$ cat src/rtl/ppa_pkg.sv
// Shared constants and helpers for the parallel-prefix adder slice.
package ppa_pkg;

  // Default operand/sum width of the NTRU-HRSS coefficient adder.
  localparam int PPA_NUM_BIT = 13;

  // Ceiling log2, used to size the prefix tree (number of levels).
  function automatic int clog2(input int n);
    int r;
    r = 0;
    while ((1 << r) < n) r++;
    return r;
  endfunction

endpackage

$ cat src/rtl/ppa_prefix_cell.sv
// Prefix combine cell. IS_BLACK=1 produces group generate and propagate;
// IS_BLACK=0 is the grey form (group generate only, po tied low) used where
// the lower operand already spans down to bit 0.
module ppa_prefix_cell
  import ppa_pkg::*;
#(
  parameter bit IS_BLACK = 1'b1
) (
  input  logic gi1,
  input  logic pi1,
  input  logic gi2,
  input  logic pi2,
  output logic go,
  output logic po
);

  // Group generate: upper generates, or upper propagates a lower generate.
  assign go = gi1 | (pi1 & gi2);

  // Group propagate only matters while the span has not yet reached bit 0.
  assign po = IS_BLACK ? (pi1 & pi2) : 1'b0;

endmodule

$ cat src/rtl/ppa_sk_adder.sv
// Registered Sklansky parallel-prefix adder: out = (x1 + x2) mod 2^NUM_BIT,
// with carry out and a valid flag, one cycle of latency.
// Optional carry-in: define PPA_CIN_EN to add a cin port that is injected
// below bit 0 of the prefix tree.
module ppa_sk_adder
  import ppa_pkg::*;
#(
  parameter int NUM_BIT = PPA_NUM_BIT
) (
  input  logic               clk,
  input  logic               rst,
  input  logic               in_valid,
`ifdef PPA_CIN_EN
  input  logic               cin,
`endif
  input  logic [NUM_BIT-1:0] x1,
  input  logic [NUM_BIT-1:0] x2,
  output logic               out_valid,
  output logic [NUM_BIT-1:0] out,
  output logic               cout
);

  localparam int LVL = clog2(NUM_BIT);

  logic               cin_eff;
  logic [NUM_BIT-1:0] g0;
  logic [NUM_BIT-1:0] p0;
  logic [NUM_BIT-1:0] sum;
  logic [NUM_BIT-1:0] gl [LVL+1];
  logic [NUM_BIT-1:0] pl [LVL+1];

`ifdef PPA_CIN_EN
  assign cin_eff = cin;
`else
  assign cin_eff = 1'b0;
`endif

  // Half-adder generate/propagate per bit.
  assign g0 = x1 & x2;
  assign p0 = x1 ^ x2;

  // Level 0: fold the carry-in into bit 0 so every later grey cell sees it.
  assign gl[0] = {g0[NUM_BIT-1:1], g0[0] | (p0[0] & cin_eff)};
  assign pl[0] = p0;

  // Sklansky tree: at level k the upper half of each 2^k block combines
  // with the top bit of the lower half of that block.
  for (genvar k = 1; k <= LVL; k++) begin : g_lvl
    for (genvar i = 0; i < NUM_BIT; i++) begin : g_bit
      localparam int BLK  = 1 << k;
      localparam int HALF = 1 << (k - 1);
      localparam int BASE = (i / BLK) * BLK;
      localparam int J    = BASE + HALF - 1;
      if ((i % BLK) >= HALF) begin : g_comb
        logic go_w;
        logic po_w;
        ppa_prefix_cell #(
          .IS_BLACK(BASE != 0)
        ) u_cell (
          .gi1(gl[k-1][i]),
          .pi1(pl[k-1][i]),
          .gi2(gl[k-1][J]),
          .pi2(pl[k-1][J]),
          .go (go_w),
          .po (po_w)
        );
        assign gl[k][i] = go_w;
        assign pl[k][i] = po_w;
      end else begin : g_pass
        assign gl[k][i] = gl[k-1][i];
        assign pl[k][i] = pl[k-1][i];
      end
    end
  end

  // Sum bit i takes the carry out of bits [i-1:0]; bit 0 takes the carry-in.
  assign sum = p0 ^ {gl[LVL][NUM_BIT-2:0], cin_eff};

  // Output register: reset wins, otherwise capture on in_valid and hold.
  always_ff @(posedge clk) begin
    if (rst) begin
      out       <= '0;
      cout      <= 1'b0;
      out_valid <= 1'b0;
    end else begin
      out_valid <= in_valid;
      if (in_valid) begin
        out  <= sum;
        cout <= gl[LVL][NUM_BIT-1];
      end
    end
  end

endmodule

$ cat config.mk
export PLATFORM = sky130hd
export DESIGN_NAME = ppa_sk_adder
export DESIGN_NICKNAME = d
export VERILOG_FILES = /design/src/rtl/ppa_pkg.sv /design/src/rtl/ppa_prefix_cell.sv /design/src/rtl/ppa_sk_adder.sv
export SDC_FILE = /design/constraint.sdc
export NUM_CORES = 1
export LEC_CHECK = 0
export CAP_MARGIN = 30
export CORE_MARGIN = 2
export CORE_UTILIZATION = 45
export DETAILED_ROUTE_END_ITERATION = 10
export GPL_TIMING_DRIVEN = 0
export PLACE_DENSITY_LB_ADDON = 0.2
export SETUP_SLACK_MARGIN = 0.2
export SYNTH_ARGS = -nofsm -noshare
export SYNTH_HDL_FRONTEND = slang
export SYNTH_SLANG_ARGS = --single-unit
$ cat constraint.sdc
create_clock -name clk -period 7.61 [get_ports clk]
set_input_delay 0.761 -clock clk [delete_from_list [all_inputs] [get_ports clk]]
set_output_delay 0.761 -clock clk [all_outputs]
set_load 0.005 [all_outputs]
---- Word-level counts from Yosys, hierarchy flattened ----
Index checks and enable logic that the tools add are counted.
word-level totals
  flip-flop bits (word level) ............. 15
  bits of input ports ..................... 29
  output and inout bits ................... 15
  word-level logic and storage cells ...... 60
cells by class
  bitwise gates (word level) .............. 57
operators by type and width
  operator            count
  1-bit bitwise AND   32
  13-bit bitwise XOR  2
  1-bit bitwise OR    22
  13-bit bitwise AND  1

---- Logic depth before layout (Yosys ltp) ----
Gate-level depths: netlist of the first run.
  word-level depth ........................ 10
  gate-level depth with buffers ........... 9

---- By module ----
Synthesis of the first run repeated with hierarchy kept, for this count alone.
second synthesis, totals
  cell total of the unflattened synthesis .. 129
  area, all modules ....................... 1229.9 sq um
by module, submodules not included
  module                                                   instances  cells each  area each (sq um)  seq. area each (sq um)
  ppa_sk_adder                                             1          73          854.6              300.3
  ppa_prefix_cell at g_lvl[1].g_bit[1].g_comb.u_cell ...   12         3           18.8               0.0
  ppa_prefix_cell at g_lvl[1].g_bit[11].g_comb.u_cell ...  10         2           15.0               0.0

---- Least setup slack after synthesis of the first run ----
OpenSTA, ideal clock, no wires.
  path kind ............................... input-to-reg
  from .................................... in x1[0]
  to ...................................... reg out[9]
  library setup time ...................... 0.086 ns
  arrival time ............................ 2.847 ns
  required time ........................... 7.524 ns
  path slack .............................. 4.678 ns
  stages .................................. 9
  buffers on the path ..................... 0
  path through ............................ ha_1 fa_1 a211oi_2 o21ai_0 a21o_1 a21o_1 fa_1 xnor2_1 a211oi_1
between the ends
  longest elaborated chain between the ends .. 10
ends and longest elaborated chain
  element               RTL line               RTL
  start, declared       ppa_sk_adder.sv:16     input logic [NUM_BIT-1:0] x1,
  13-bit bitwise AND    ppa_sk_adder.sv:39     assign g0 = x1 & x2;
  1-bit bitwise AND     ppa_prefix_cell.sv:18  assign go = gi1 | (pi1 & gi2);
  1-bit bitwise OR      ppa_prefix_cell.sv:18
  1-bit bitwise AND     ppa_prefix_cell.sv:18
  1-bit bitwise OR      ppa_prefix_cell.sv:18
  1-bit bitwise AND     ppa_prefix_cell.sv:18
  1-bit bitwise OR      ppa_prefix_cell.sv:18
  1-bit bitwise AND     ppa_prefix_cell.sv:18
  1-bit bitwise OR      ppa_prefix_cell.sv:18
  13-bit bitwise XOR    ppa_sk_adder.sv:77     assign sum = p0 ^ {gl[LVL][NUM_BIT-2:0], cin_eff};
  end signal, assigned  ppa_sk_adder.sv:88     out <= sum;
  end, declared         ppa_sk_adder.sv:19     output logic [NUM_BIT-1:0] out,
Every way passes these cells.
A chain may end at the register's enable or synchronous reset.

---- Final worst setup path of the first run ----
Ends and elaborated chain as after synthesis.

==> reports/qor.csv, run 1 <==
metric,value,unit
min_period_over_period,42.7,%
finalCriticalPeriod,3.25,ns
drc,0,
post_drt_via_cell_ratio,5.31,
wl_per_cell,12.2,um
synthSimpleGateAreaFrac,15.5,%
critical_path.max_fanout,3,
critical-path-slowest-cell,fa_1,
layout.cells.most_common_list,"43 x clkdlybuf4s50_1, 15 x dfxtp_1, 12 x ha_1",
route.vias.total,962,
final_common_cell,clkdlybuf4s50_1,
switching_power,0.0000602,W
placement.io_buffers,43,
clk-insertion-delay-late,0.27,ns
filler_cells_inserted,192,
status,finished clean,
p_seq_share,41.9,%
initial_utilization,46.7,%
clockRootBuffer,clkbuf_4,
largest_family_of_logic_cells_by_synthesized_area,adder cells,
finalNonFillerCells,181,
rsz0062_at_grt,false,
clock_tree.buffer_depth,2,
detail-route-antenna-nets,0,
drtPass1Iterations,2,
highest_metal_layer_with_signal_wires,met4,
synthesis.yosys.warnings,0,
overflow,0,
postCtsSetupBuffers,0,
total_routing_resource_utilization_after_global_routing,19.2,%
wire_length_of_the_first_global_routing_pass,3820,um
post_synth_xor_area_fraction,4.28,%
power.switching_fraction,27.9,%
clock-skew-final,0,ns
cp-start-kind,input port,
cts.sinks,15,
tightest_slew,0.568,ns
power_leakage,0.657,nW
timing.setup.tns,0,ns
synthCells,106,
cp_data_required_time,7.81,ns
synthDistinctLibCells,31,
peakVddDrop,0.0954,mV
crit_type,input port to flip-flop,
critical_path_arrival,3.44,ns
met3_wirelength,128,um
report.final.slew_viol_count,0,
yosys_register_bits,15,
critical_path.n_buffers_inverters,1,
timing.critical_path.max_delay_family,compound AO/OA/AOI/OAI gates,
grt_antenna_before_repair,0,
timing.final.setup_violations,0,
core.rowCount,17,
power-per-cell-area,142,mW/mm^2
place_congestion,0.709,
die_y,51.7,um
netlist.top_cell.by_area,dfxtp_1,
multiplexer_area_fraction_after_synthesis,6.85,%
place.detailed.instances,177,
dr.first_iter.drc_count,6,
cts_buffers,3,
post_cts_resize_count,0,
synth_compound_gate_area_share,18.6,%
peak_per_stage_delay_on_the_critical_path,0.42,ns
clkSlewWorstSetupHoldPaths,0.08,ns
largest_net_degree_at_the_start_of_global_routing,11,
antenna_cells_inserted,0,
power.share.combinational,37.6,%
met2_wirelength,1110,um
internal_power,0.000155,W
max_cap_viol_count,0,
first_global_vias,866,
metal_1_wl,960,um
top_level_ports,44,
coreArea,0.00219,sq mm
post_synthesis_share_of_cell_area_spent_on_full_adders_half_adders_and_majority_gates,22.5,%
synthesis.nets,151,
cts_tree,built,
synth_seq_area_share,29.3,%
holdBufCountCts,0,
wl,2210,um
worst_setup_path_end_kind,flip-flop,
synthTopCellsByArea,"dfxtp_1 29%, ha_1 15%, fa_1 7.8%",
finish.net_count,199,
fmax,0.308,GHz
worst_hold_path_type,flip-flop to flip-flop,
power_frac_clock,20.5,%
mappedNetlistArea,0.00102,sq mm
clock_tree.htree_level_count,1,
area_delta_synth_final,48.0,%
slew_headroom,62.1,%
detailedPlacementHpwl,1850,um
drive_above_1_share,5.23,%
synth.top_cell.area_share,29.3,%
critical_path.cell_chain,"clkdlybuf4s50_1, ha_1, fa_1, a211oi_2, o21ai_0, a21o_1, a21o_1, fa_1, xnor2_1, a211oi_1",
fin_total_pwr,0.000216,W
floorplan.die_area,0.00267,sq mm
syn_avg_cell_area,9.66,sq um
hold_violations,0,
die_w,51.7,um
[area by class of cell]
class                      count  area [sq um]  area share (%)
sequential                    15           300            19.8
multi-input combinational     83           693            45.7
timing repair buffer          43           430            28.4
clock buffer                   4          26.3            1.73
tap                           28          35.0            2.31
inverter                       4          15.0           0.991
buffer                         4          15.0           0.991
[worst min-delay path: stages, from the launching register on]
cell	delay (ns)
dfxtp_1	0.33
nor2_1	0.08
a211oi_1	0.05
[cell families after synthesis]
logic type / Yosys count
mux: 7
compound gates: 25
xor+xnor: 5
simple gates: 30
buf+inv: 8
fa+ha+maj: 16
flops: 15
[registers in the layout, summed over array words and instances (netlist names)]
name,count
out_valid,1
out,13
cout,1
[metrics by stage]
stage	hold slack [ns]	cell area [sq um]	util [%]	setup slack (ns)
final	0.501	1520	69.2	4.36
after global routing	0.541	1520	69.2	4.22
after CTS	0.502	1520	69.2	4.37
after detailed placement	0.490	1490	68.0	4.08
after global placement	0.474	1490	68.0	4.13
after floorplan	0.478	1020	-	4.68
[power by group through the flow]
stage | clock, W | sequential, W | combinational [W]
floorplan | 0 | 0.0000926 | 0.0000414
global placement | 0 | 0.0000920 | 0.0000800
detailed placement | 0 | 0.0000923 | 0.0000819
CTS | 0.0000469 | 0.0000905 | 0.0000823
global route | 0.0000514 | 0.0000913 | 0.0000903
finish | 0.0000442 | 0.0000904 | 0.0000811
[final timing paths]
check         start  endpoint  slack [ns]  depth (start not counted)
max           x1[0]    out[9]        4.36                         10
min          out[5]    out[5]        0.50                          2
max reg2reg  out[7]    out[7]        6.82                          2
min reg2reg  out[5]    out[5]        0.50                          2
[routing by layer]
layer	vias up	global-route usage (%)
li1	482	-
met1	450	23.4
met2	28	32.9
met3	2	5.46
met4	0	5.26
met5	-	0
[synthesized netlist by cell type]
| master | n |
|---|---|
| nor2b_1 | 1 |
| mux2i_1 | 7 |
| nor2_1 | 10 |
| buf_1 | 1 |
| fa_1 | 4 |
| nand3b_1 | 2 |
| a21oi_2 | 1 |
| a211oi_2 | 1 |
| ha_1 | 12 |
| dfxtp_1 | 15 |
| a211oi_1 | 3 |
| nand3_1 | 2 |
| a21oi_1 | 4 |
| o211ai_1 | 1 |
| a211o_1 | 1 |
| a21o_2 | 1 |
| nor3_1 | 1 |
| nand2_1 | 5 |
| a31o_2 | 1 |
| o211ai_2 | 1 |
| or4_1 | 1 |
| xnor2_1 | 4 |
| xor2_1 | 1 |
| a2111oi_0 | 1 |
| o21ai_0 | 2 |
| nor3b_1 | 7 |
| clkbuf_1 | 3 |
| a41oi_1 | 1 |
| a21o_1 | 7 |
| and3_1 | 1 |
| inv_1 | 4 |
No activity file was read; power rests on OpenSTA's default activity.
==> run 2: changes to the inputs <==
Settings changed: CORE_UTILIZATION 45 to 42.
Clock period 7.61 ns to 3.4 ns, I/O delays scaled along.
==> reports/qor.csv, run 2 (synthesis results as in run 1) <==
metric,value,unit,change
status,finished clean,,
detail-route-antenna-nets,0,,unchanged
die_y,53.4,um,+3.2%
multi_input_combinational_cell_area,693,sq um,unchanged
slew_headroom,61.5,%,-0.59 points
cp_data_required_time,3.61,ns,-4.20 ns
critical_path.cell_chain,"clkdlybuf4s50_1, ha_1, fa_1, a211oi_2, o21ai_0, a21o_1, a21o_1, fa_1, xnor2_1, a211oi_1",,
p_seq_share,41.2,%,-0.7 points
placement.io_buffers,43,,unchanged
switching_power,0.000144,W,+140%
holdBufCountCts,0,,unchanged
fmax,0.352,GHz,
largest-register,out,,
clock_tree.buffer_depth,2,,unchanged
cts_tree,built,,
first_global_vias,864,,-0.23%
min_period_over_period,83.6,%,
fin_area,0.00152,sq mm,about the same
place_congestion,0.714,,+0.59%
post_drt_via_cell_ratio,5.19,,-2.3%
post_cts_resize_count,0,,unchanged
drc,0,,unchanged
final-seq-area,300,sq um,unchanged
grt_antenna_before_repair,0,,unchanged
rsz0062_at_grt,false,,
initial_utilization,45.4,%,-1.3 points
worst_hold_slack,0.497,ns,-0.00430 ns
cp-start-kind,input port,,
postCtsSetupBuffers,0,,unchanged
critical-path-slowest-cell,fa_1,,
worst_hold_path_type,flip-flop to flip-flop,,
wl,2330,um,+5.1%
critical_path.max_fanout,3,,unchanged
post_dp_area,0.00149,sq mm,unchanged
antenna_cells_inserted,0,,unchanged
finalCriticalPeriod,2.84,ns,
clk-insertion-delay-late,0.29,ns,+0.02 ns
clock-skew-final,0,ns,unchanged
timing.setup.tns,0,ns,unchanged
power.share.combinational,37.5,%,about the same
cts_buffers,3,,unchanged
peakVddDrop,0.193,mV,+100%
report.final.slew_viol_count,0,,unchanged
die_w,53.4,um,+3.2%
power_frac_clock,21.4,%,+0.9 points
top_level_ports,44,,unchanged
clock_tree.htree_level_count,1,,unchanged
finish.net_count,199,,unchanged
final_common_cell,clkdlybuf4s50_1,,
internal_power,0.000347,W,+120%
drive_above_1_share,5.88,%,+0.65 points
floorplan.die_area,0.00285,sq mm,+6.6%
power-per-cell-area,324,mW/mm^2,+130%
largest_net_degree_at_the_start_of_global_routing,11,,unchanged
tightest_slew,0.577,ns,+0.00886 ns
clockRootBuffer,clkbuf_4,,
layout.cells.most_common_list,"43 x clkdlybuf4s50_1, 15 x dfxtp_1, 12 x ha_1",,
drtPass1Iterations,2,,unchanged
filler_cells_inserted,213,,+11%
max_cap_viol_count,0,,unchanged
crit_type,input port to flip-flop,,
worst_setup_path_end_kind,flip-flop,,
coreArea,0.00225,sq mm,+2.9%
route.vias.total,940,,-2.3%
timing.final.setup_violations,0,,unchanged
power.switching_fraction,29.4,%,+1.5 points
hold_violations,0,,unchanged
top_regs,"out x13, cout x1, out_valid x1",,
core.rowCount,17,,unchanged
total_routing_resource_utilization_after_global_routing,18.2,%,-0.94 points
cts.sinks,15,,unchanged
area_delta_synth_final,48.2,%,about the same
clkSlewWorstSetupHoldPaths,0.09,ns,about the same
critical_path_arrival,3.05,ns,-0.39 ns
peak_per_stage_delay_on_the_critical_path,0.42,ns,about the same
power_leakage,0.660,nW,+0.42%
wire_length_of_the_first_global_routing_pass,3770,um,-1.1%
largest_register_ff_count,13,,unchanged
overflow,0,,unchanged
detailedPlacementHpwl,1960,um,+5.8%
dr.first_iter.drc_count,8,,+2
wl_per_cell,12.8,um,+5.1%
[run 2: cell types whose count changed in the layout (fill, tap and decap cells not counted), sizes merged]
| cell | change |
|---|---|
| clkbuf | -1 |
| clkinv | +1 |
[run 2: cell type report]
type                       instances  area share [%]
clock buffer                       3            1.49
multi-input combinational         83            45.7
timing repair buffer              43            28.4
inverter                           4           0.990
sequential                        15            19.8
clock inverter                     1           0.330
buffer                             4           0.990
tap                               28            2.31
[run 2: worst paths after layout]
kind              startpoint     end  slack (ns)  depth (start not counted)
setup reg to reg      out[7]  out[7]        2.60                          2
setup / recovery       x1[0]  out[9]        0.56                         10
hold reg to reg       out[9]  out[9]        0.50                          2
hold / removal        out[9]  out[9]        0.50                          2
[run 2: routing by layer]
| layer | vias to the layer above | track usage [%] | routed length, um |
|---|---|---|---|
| met1 | 432 | 21.8 | 966 |
| met5 | - | 0 | 0 |
| met4 | 0 | 5.13 | 12 |
| li1 | 480 | - | - |
| met3 | 2 | 3.67 | 130 |
| met2 | 26 | 32.5 | 1220 |
[run 2: critical path, delay by kind of cell]
kind	cells	cell delay [ns]
AO/OA/AOI/OAI	5	1.14
XOR/XNOR	1	0.16
adder cells (fa/ha/maj)	3	1.01
buffers and inverters	1	0.40
[run 2: power groups by stage]
stage               registers (W)  logic (W)  clock network [W]
finish                   0.000202   0.000184           0.000105
global route             0.000204   0.000202           0.000115
CTS                      0.000202   0.000186           0.000107
detailed placement       0.000206   0.000186                  0
global placement         0.000206   0.000179                  0
floorplan                0.000207  0.0000927                  0
[run 2: stage by stage]
| step | util [%] | setup slack, ns | std cells | power (W) |
|---|---|---|---|---|
| 3_5_place_dp | 66.0 | 0.266 | 177 | 0.000392 |
| 2_1_floorplan | - | 0.889 | 106 | 0.000300 |
| 6_report | 67.3 | 0.559 | 181 | 0.000491 |
| 4_1_cts | 67.3 | 0.561 | 181 | 0.000495 |
| 3_3_place_gp | 66.0 | 0.327 | 177 | 0.000385 |
| 5_1_grt | 67.3 | 0.405 | 181 | 0.000522 |
